--- src/rtl/kong_anim_ctrl.sv ---
// Kong sprite animation sequencer.
// Runs the throw cycle NORMAL -> GET -> HOLD -> DROP on per-frame timing.
// Raises a level spawn request to the barrel manager on entry to DROP.
// Optional feature macro: KONG_RANDOM_IDLE_EN adds an LFSR-driven extra NORMAL delay (0..15 frames).
// Ports:
//   clk, rst         - clock, asynchronous active-high reset
//   frame_tick       - one-cycle pulse per video frame
//   enable           - game running; low freezes state and frame counter
//   restart          - synchronous clear to NORMAL start, highest priority
//   barrel_avail     - barrel manager has a free slot (gates NORMAL exit)
//   spawn_ack        - barrel manager accepts the pending spawn request
//   animate_state    - 0=NORMAL 1=GET 2=HOLD 3=DROP (registered)
//   spawn_req        - spawn request, held until acknowledged (registered)
//   spawn_count      - barrels thrown since reset/restart, wraps (registered)
module kong_anim_ctrl #(
  parameter int unsigned CNT_W         = 8,
  parameter int unsigned NORMAL_FRAMES = 60,
  parameter int unsigned GET_FRAMES    = 8,
  parameter int unsigned HOLD_FRAMES   = 16,
  parameter int unsigned DROP_FRAMES   = 12
) (
  input  logic       clk,
  input  logic       rst,
  input  logic       frame_tick,
  input  logic       enable,
  input  logic       restart,
  input  logic       barrel_avail,
  input  logic       spawn_ack,
  output logic [3:0] animate_state,
  output logic       spawn_req,
  output logic [7:0] spawn_count
);

  localparam logic [CNT_W-1:0] NORMAL_LAST = CNT_W'(NORMAL_FRAMES - 1);
  localparam logic [CNT_W-1:0] GET_LAST    = CNT_W'(GET_FRAMES - 1);
  localparam logic [CNT_W-1:0] HOLD_LAST   = CNT_W'(HOLD_FRAMES - 1);
  localparam logic [CNT_W-1:0] DROP_LAST   = CNT_W'(DROP_FRAMES - 1);

  typedef enum logic [1:0] {
    ST_NORMAL = 2'd0,
    ST_GET    = 2'd1,
    ST_HOLD   = 2'd2,
    ST_DROP   = 2'd3
  } state_t;

  state_t           state, state_n, exit_to;
  logic [CNT_W-1:0] cnt, cnt_n;
  logic             spawn_req_n;
  logic [7:0]       spawn_count_n;
  logic             adv, at_last, exit_ok, take_exit;
  logic [CNT_W-1:0] normal_last;

`ifdef KONG_RANDOM_IDLE_EN
  logic [7:0] lfsr, lfsr_n;
  logic [3:0] extra, extra_n;
  logic       lfsr_fb;

  // x^8+x^6+x^5+x^4+1 feedback, shifted in at the LSB
  assign lfsr_fb     = lfsr[7] ^ lfsr[5] ^ lfsr[4] ^ lfsr[3];
  assign normal_last = NORMAL_LAST + CNT_W'(extra);
`else
  assign normal_last = NORMAL_LAST;
`endif

  assign adv           = frame_tick & enable;
  assign animate_state = {2'b00, state};

  // State register and handshake registers
  always_ff @(posedge clk or posedge rst) begin
    if (rst) begin
      state       <= ST_NORMAL;
      cnt         <= '0;
      spawn_req   <= 1'b0;
      spawn_count <= 8'd0;
`ifdef KONG_RANDOM_IDLE_EN
      lfsr        <= 8'hA5;
      extra       <= 4'd0;
`endif
    end else begin
      state       <= state_n;
      cnt         <= cnt_n;
      spawn_req   <= spawn_req_n;
      spawn_count <= spawn_count_n;
`ifdef KONG_RANDOM_IDLE_EN
      lfsr        <= lfsr_n;
      extra       <= extra_n;
`endif
    end
  end

  // Next-state, frame counter and spawn handshake
  always_comb begin
    state_n       = state;
    cnt_n         = cnt;
    spawn_req_n   = spawn_req;
    spawn_count_n = spawn_count;
    exit_to       = state;
    at_last       = 1'b0;
    exit_ok       = 1'b0;
`ifdef KONG_RANDOM_IDLE_EN
    lfsr_n        = frame_tick ? {lfsr[6:0], lfsr_fb} : lfsr;
    extra_n       = extra;
`endif

    case (state)
      ST_NORMAL: begin
        at_last = (cnt == normal_last);
        exit_ok = barrel_avail;
        exit_to = ST_GET;
      end
      ST_GET: begin
        at_last = (cnt == GET_LAST);
        exit_ok = 1'b1;
        exit_to = ST_HOLD;
      end
      ST_HOLD: begin
        at_last = (cnt == HOLD_LAST);
        exit_ok = 1'b1;
        exit_to = ST_DROP;
      end
      ST_DROP: begin
        // uses the registered request, so an ack on the final tick defers the exit by one tick
        at_last = (cnt == DROP_LAST);
        exit_ok = ~spawn_req;
        exit_to = ST_NORMAL;
      end
      default: begin
        exit_to = ST_NORMAL;
      end
    endcase

    take_exit = adv & at_last & exit_ok;

    // counter saturates at the last value while the exit condition is unmet
    if (take_exit) begin
      state_n = exit_to;
      cnt_n   = '0;
    end else if (adv && !at_last) begin
      cnt_n = cnt + CNT_W'(1);
    end

    if (spawn_req && spawn_ack) begin
      spawn_req_n   = 1'b0;
      spawn_count_n = spawn_count + 8'd1;
    end

    if (take_exit && state == ST_HOLD) begin
      spawn_req_n = 1'b1;
    end

`ifdef KONG_RANDOM_IDLE_EN
    if (take_exit && state == ST_DROP) begin
      extra_n = lfsr[3:0];
    end
`endif

    if (restart) begin
      state_n       = ST_NORMAL;
      cnt_n         = '0;
      spawn_req_n   = 1'b0;
      spawn_count_n = 8'd0;
`ifdef KONG_RANDOM_IDLE_EN
      lfsr_n        = 8'hA5;
      extra_n       = 4'd0;
`endif
    end
  end

endmodule

--- config.mk ---
export PLATFORM = sky130hd
export DESIGN_NAME = kong_anim_ctrl
export DESIGN_NICKNAME = d
export VERILOG_FILES = /design/src/rtl/kong_anim_ctrl.sv
export SDC_FILE = /design/constraint.sdc
export NUM_CORES = 1
export LEC_CHECK = 0
export BUFFER_PORTS_ARGS = -buffer_cell sky130_fd_sc_hd__clkbuf_2
export CORE_AREA = 2 2 52 54
export DETAILED_ROUTE_END_ITERATION = 6
export DIE_AREA = 0 0 54 56
export GPL_TIMING_DRIVEN = 0
export PLACE_DENSITY = 0.7
export RECOVER_POWER = 25
export SYNTH_ARGS = -nofsm -noshare
export SYNTH_HDL_FRONTEND = slang
export SYNTH_SLANG_ARGS = --single-unit
--- constraint.sdc ---
create_clock -name clk -period 2.4 [get_ports clk]
set_clock_uncertainty 0.05 [all_clocks]
set_input_delay 0.12 -clock clk [delete_from_list [all_inputs] [get_ports clk]]
set_output_delay 0.12 -clock clk [all_outputs]
set_load 0.1 [all_outputs]
Word level (Yosys, flattened, before mapping)

Index checks and enable logic that the tools add are counted.

Output and inout port bits: 13
Register bits after elaboration: 19

Add/sub/neg operators: 2
Equal/unequal tests: 7
Reductions and logical operators: 10
Bitwise gates (word level): 4
Muxes and demuxes: 13

Operators by type and width:

| kind                                                 | number |
|---|---|
| two-way mux 8 bit                                    | 5 |
| adder 8 x 1 -> 8 bit (second input constant)         | 2 |
| equality test 8 x 4 -> 1 bit (second input constant) | 2 |
| equality test 8 x 3 -> 1 bit (second input constant) | 1 |
| equality test 8 x 6 -> 1 bit (second input constant) | 1 |
| one-hot mux 2 bit (4 select lines)                   | 1 |
| nonzero test 3 bit                                   | 2 |
| equality test 2 bit (second input constant)          | 2 |
| two-way mux 2 bit                                    | 2 |
| one-hot mux 1 bit (4 select lines)                   | 1 |
| nonzero test 2 bit                                   | 2 |
| bitwise AND 1 bit                                    | 3 |
| logical AND 1 bit                                    | 3 |
| two-way mux 1 bit                                    | 3 |
| one-hot mux 1 bit (3 select lines)                   | 1 |
| equality test 2 x 1 -> 1 bit (second input constant) | 1 |
| zero test 2 bit                                      | 1 |
| OR reduction 2 bit                                   | 1 |
| zero test 1 bit                                      | 1 |
| NOT 1 bit                                            | 1 |

Longest topological paths before layout

Word-level depth: 7
Gate-level depth with buffers: 7
Gate-level depth less buffers: 6

Worst setup path after synthesis

No wires, ideal clock.

Path kind: reg-to-reg
From: reg state[0]
To: reg cnt[4]
Buffers on the path: 1
Required time: 2.272 ns
Cell stages (with the launch flop): 8
Setup time: 0.078 ns
Arrival time: 2.541 ns
Path slack: -0.269 ns
Clock period less this slack: 2.669 ns
Cells stage by stage: dfrtp_1 inv_1 ha_1 and3_4 o2111a_1 buf_6 or4_1 a21oi_1

Word-level cells in the longest chain between the ends: 6
Elaborated cells between the ends (all ways): 14
Classes of those cells: eq/ne (3); mux (4); bitwise (2); reduce/logical (5)

Ends and longest elaborated chain:

| item                                                                            | RTL line | RTL |
|---|---|---|
| start, declared                                                                 | 46       | `state_t state, state_n, exit_to;` |
| start signal, assigned                                                          | 80       | `state <= state_n;` |
| equality test 2 bit, or another cell as far along                               | 105      | `case (state)` |
| one-hot mux 1 bit (4 select lines) / OR reduction 2 bit (equally long branches) | n/a      |  |
| bitwise AND 1 bit / one-hot mux 1 bit (3 select lines) (equally long branches)  | 132, 105 |  |
| bitwise AND 1 bit                                                               | 132      | `take_exit = adv & at_last & exit_ok;` |
| two-way mux 8 bit                                                               | 135      | `if (take_exit) begin` |
| two-way mux 8 bit                                                               | 157      | `if (restart) begin` |
| end signal, assigned                                                            | 81       | `cnt <= cnt_n;` |
| end, declared                                                                   | 47       | `logic [CNT_W-1:0] cnt, cnt_n;` |

Parallel ways exist; a longest one is shown, timed or not.
A chain may end at the register's enable or synchronous reset.

Worst setup path after layout

From: reg state[0]
To: reg state[1]

Word-level cells in the longest chain between the ends: 5
Elaborated cells between the ends (all ways): 13
Classes of those cells: eq/ne (3); mux (5); bitwise (2); reduce/logical (3)

Ends and longest elaborated chain:

| item                                                                            | RTL line |
|---|---|
| equality test 2 bit, or another cell as far along                               | 105 |
| one-hot mux 1 bit (4 select lines) / OR reduction 2 bit (equally long branches) | n/a |
| bitwise AND 1 bit / one-hot mux 1 bit (3 select lines) (equally long branches)  | 132, 105 |
| bitwise AND 1 bit                                                               | 132 |
| nonzero test 2 bit (no line)                                                    | n/a |

Parallel ways exist; a longest one is shown, timed or not. The select of a mux whose other input is x is not followed.

==> results by group <==
Yosys
  • Adder-Cell Fraction of Synth Area: 0.0684
  • XOR/XNOR share of the synthesized area: 0.0718
  • Mean Syn Cell Area: 9.54 µm²
  • Post-synthesis compound-gate area fraction: 0.149
  • Register area share after synthesis: 0.433
  • Post-Syn Area: 1100 µm²
  • Post-synthesis mux area share: 0
  • Post-synthesis register bit count: 19
  • Largest family of logic cells by synthesized area: simple AND/OR/NAND/NOR gates
  • Synth area leader: dfrtp_1
  • Post-synth top area share: 0.433
  • Mapped Cells: 115
  • Yosys cell types: 35
  • Simple-gate share of the synthesized area: 0.216
  • Synth top area cells: dfrtp_1 (43%), ha_1 (6.8%), a21oi_1 (4.1%)
  • Ys Warns: 0

Final layout
  • Nets@finish: 152
  • Fin util: 0.519
  • Most frequent cells in the layout: dfrtp_1 (17), clkbuf_2 (17), inv_1 (9), a21oi_1 (9)
  • Finished Cell Area: 1260 µm²
  • Layout cells sized above 1: 0.203
  • Synth-to-Final Area Change: 15.1%
  • Inserted Diodes: 0

Detailed routing
  • DRT antenna net count: 0
  • DRC: 0
  • Via count: 893
  • First-pass DRT Iterations: 4
  • Wire length per cell: 12.8 µm
  • Total Wirelength: 2150 µm
  • DR iter-0 viols: 16
  • Via/cell ratio: 5.32

Critical path
  • CP peak stage delay: 430 ps
  • Worst EP required: 2540 ps
  • CP top delay family: compound AO/OA/AOI/OAI gates
  • Crit path to: state[1]
  • Crit end category: flip-flop
  • FF-to-FF setup slack: 230 ps
  • Worst r2r src: state[0]
  • Crit path arrival time: 2310 ps
  • Slowest-stage cell, CP: o21bai_2
  • Crit Path Max Fanout: 10
  • WS Path Type: reg2reg
  • FF-to-FF End: state[1]
  • Stages on worst setup path: 6
  • R2R cell count: 6
  • Critical path origin: state[0]
  • CP bufs+invs: 1
  • Crit start category: flip-flop
  • Crit-path cells: inv_1, ha_1, xnor2_1, o2111ai_1, o21bai_2, a2bb2o_1

Clocking
  • Hold_buf cts: 1
  • Number of buffers created by CTS: 3
  • Num Clock Sinks: 19
  • Postcts setup bufs: 0
  • Clk Latency, worst-skew pair: 300 ps
  • Clock transition at the registers of the reported paths: 110 ps
  • CTS H-tree lvls: 1
  • # resized after CTS: 0
  • CTS tree: built
  • Clock buffer depth: 2
  • Root buffer cell: clkbuf_4

Timing
  • Rel. slew slack: 0.518
  • Final setup fails: 0
  • Fmax: 0.461 GHz
  • Fin crit share: 0.904
  • RSZ-0062 raised after global routing: false
  • Slew of the pin with the lowest slew margin: 722 ps
  • Fin. Hold Viols: 0
  • Max-slew violation count: 0
  • Setup_tns: 0 ps
  • Final min period: 2170 ps

Place
  • Placed cell area: 1230 µm²
  • IO Port Bufs: 17
  • GP Congestion: 0.799
  • DPL Wire Length: 1580 µm

Floorplanning
  • Placeable Area: 2430 µm²
  • Initial Utilization: 0.451
  • Cell row count: 18
  • Die width: 54 µm
  • I/O Pins: 20
  • Die H: 56 µm
  • Full die area: 3020 µm²

Global routing
  • Initial antenna violation count: 0
  • Global-route wire length before repair: 3520 µm
  • Total GRT Usage: 0.154
  • Gr ovfl total: 0
  • Vias in the first global route: 836
  • Largest net degree at the start of global routing: 20

Run status
  • Status: finished, final reports clean

Power
  • Leak Pwr: 0.568 nW
  • Worst VDD drop: 222 µV
  • Pwr per Cell Area: 422 nW/µm²

Run
  • Max cap viols: 0

Worst hold path
  • Class of the worst hold path: in2reg
-- worst min-delay path by stage --
| stage | startpoint | to | slack (ps) | cells after the start |
|---|---|---|---|---|
| after floorplan | rst | cnt[0] | 20 | 1 |
| after global placement | rst | cnt[6] | 220 | 2 |
| after detailed placement | rst | spawn_count[7] | 230 | 2 |
| after CTS | spawn_ack | spawn_count[1] | 50 | 3 |
| after global routing | spawn_ack | spawn_count[1] | 70 | 3 |
| final | spawn_ack | spawn_count[1] | 50 | 3 |
-- cell usage after synthesis, drive strengths merged --
master	count
a21o	1
a21oi	9
a2bb2o	1
and2	1
and3	1
buf	3
clkbuf	1
conb	1
dfrtp	19
ha	6
inv	9
nand2	5
nand2b	1
nand3	7
nand4	3
nor2	7
nor2b	1
nor3	5
nor3b	2
nor4	1
o2111a	1
o2111ai	1
o21ai	3
o21bai	1
o2bb2ai	1
o311ai	1
o31ai	5
or2	2
or3	3
or4	4
xnor2	5
xor2	4
-- cell type report --
cell class / count / area (µm²)
Fill cell: 236 / 1170
Multi-Input combinational cell: 84 / 562
Sequential cell: 19 / 478
Timing Repair Buffer: 18 / 95.1
Tap cell: 30 / 37.5
Inverter: 9 / 33.8
Buffer: 4 / 30.0
Clock buffer: 4 / 26.3
-- power breakdown --
| part | switching [mW] | total, mW | leakage [nW] | internal, mW |
|---|---|---|---|---|
| clock network | 0.101 | 0.165 | 0.0150 | 0.0647 |
| registers | 0.00147 | 0.323 | 0.261 | 0.322 |
| logic | 0.0329 | 0.0444 | 0.291 | 0.0116 |
| total | 0.135 | 0.533 | 0.568 | 0.398 |
-- stage by stage --
stage               cells  power, mW  hold slack (ps)  setup slack (ps)
floorplan             116      0.361             21.0              47.8
global placement      163      0.373              218               266
detailed placement    163      0.373              228               243
CTS                   168      0.538             46.4               214
global route          168      0.551             73.5              41.0
finish                168      0.533             52.8               230
-- sequential cells by signal, indices dropped and copies added (netlist names) --
register	count
cnt	8
spawn_req	1
spawn_count	8
state	2
-- logic make-up (layout without fill, tap and decap cells) --
logic type	count (synthesis)	in the layout
AND/OR/NAND/NOR	43	43
AO/OA/AOI/OAI	24	24
flip-flops	19	19
buffers and inverters	13	35
XOR/XNOR	9	9
adder cells (fa/ha/maj)	6	6
other	1	2
-- per-layer routing --
layer | wire length (µm) | track usage | vias to the layer above | part of all wire
met5 | 0 | 0 | - | 0
met4 | 25 | 0.0536 | 0 | 0.012
met3 | 76 | 0.0242 | 4 | 0.035
met2 | 1000 | 0.249 | 21 | 0.47
met1 | 1050 | 0.204 | 412 | 0.49
li1 | - | - | 456 | -
-- worst register-to-register path, delay by kind of cell (launching register included) --
family,cells,cell delay (ps)
compound gates,3,1000
flops,1,410
fa+ha+maj,1,340
xor+xnor,1,190
buf+inv,1,80
No activity file was read; power rests on OpenSTA's default activity.
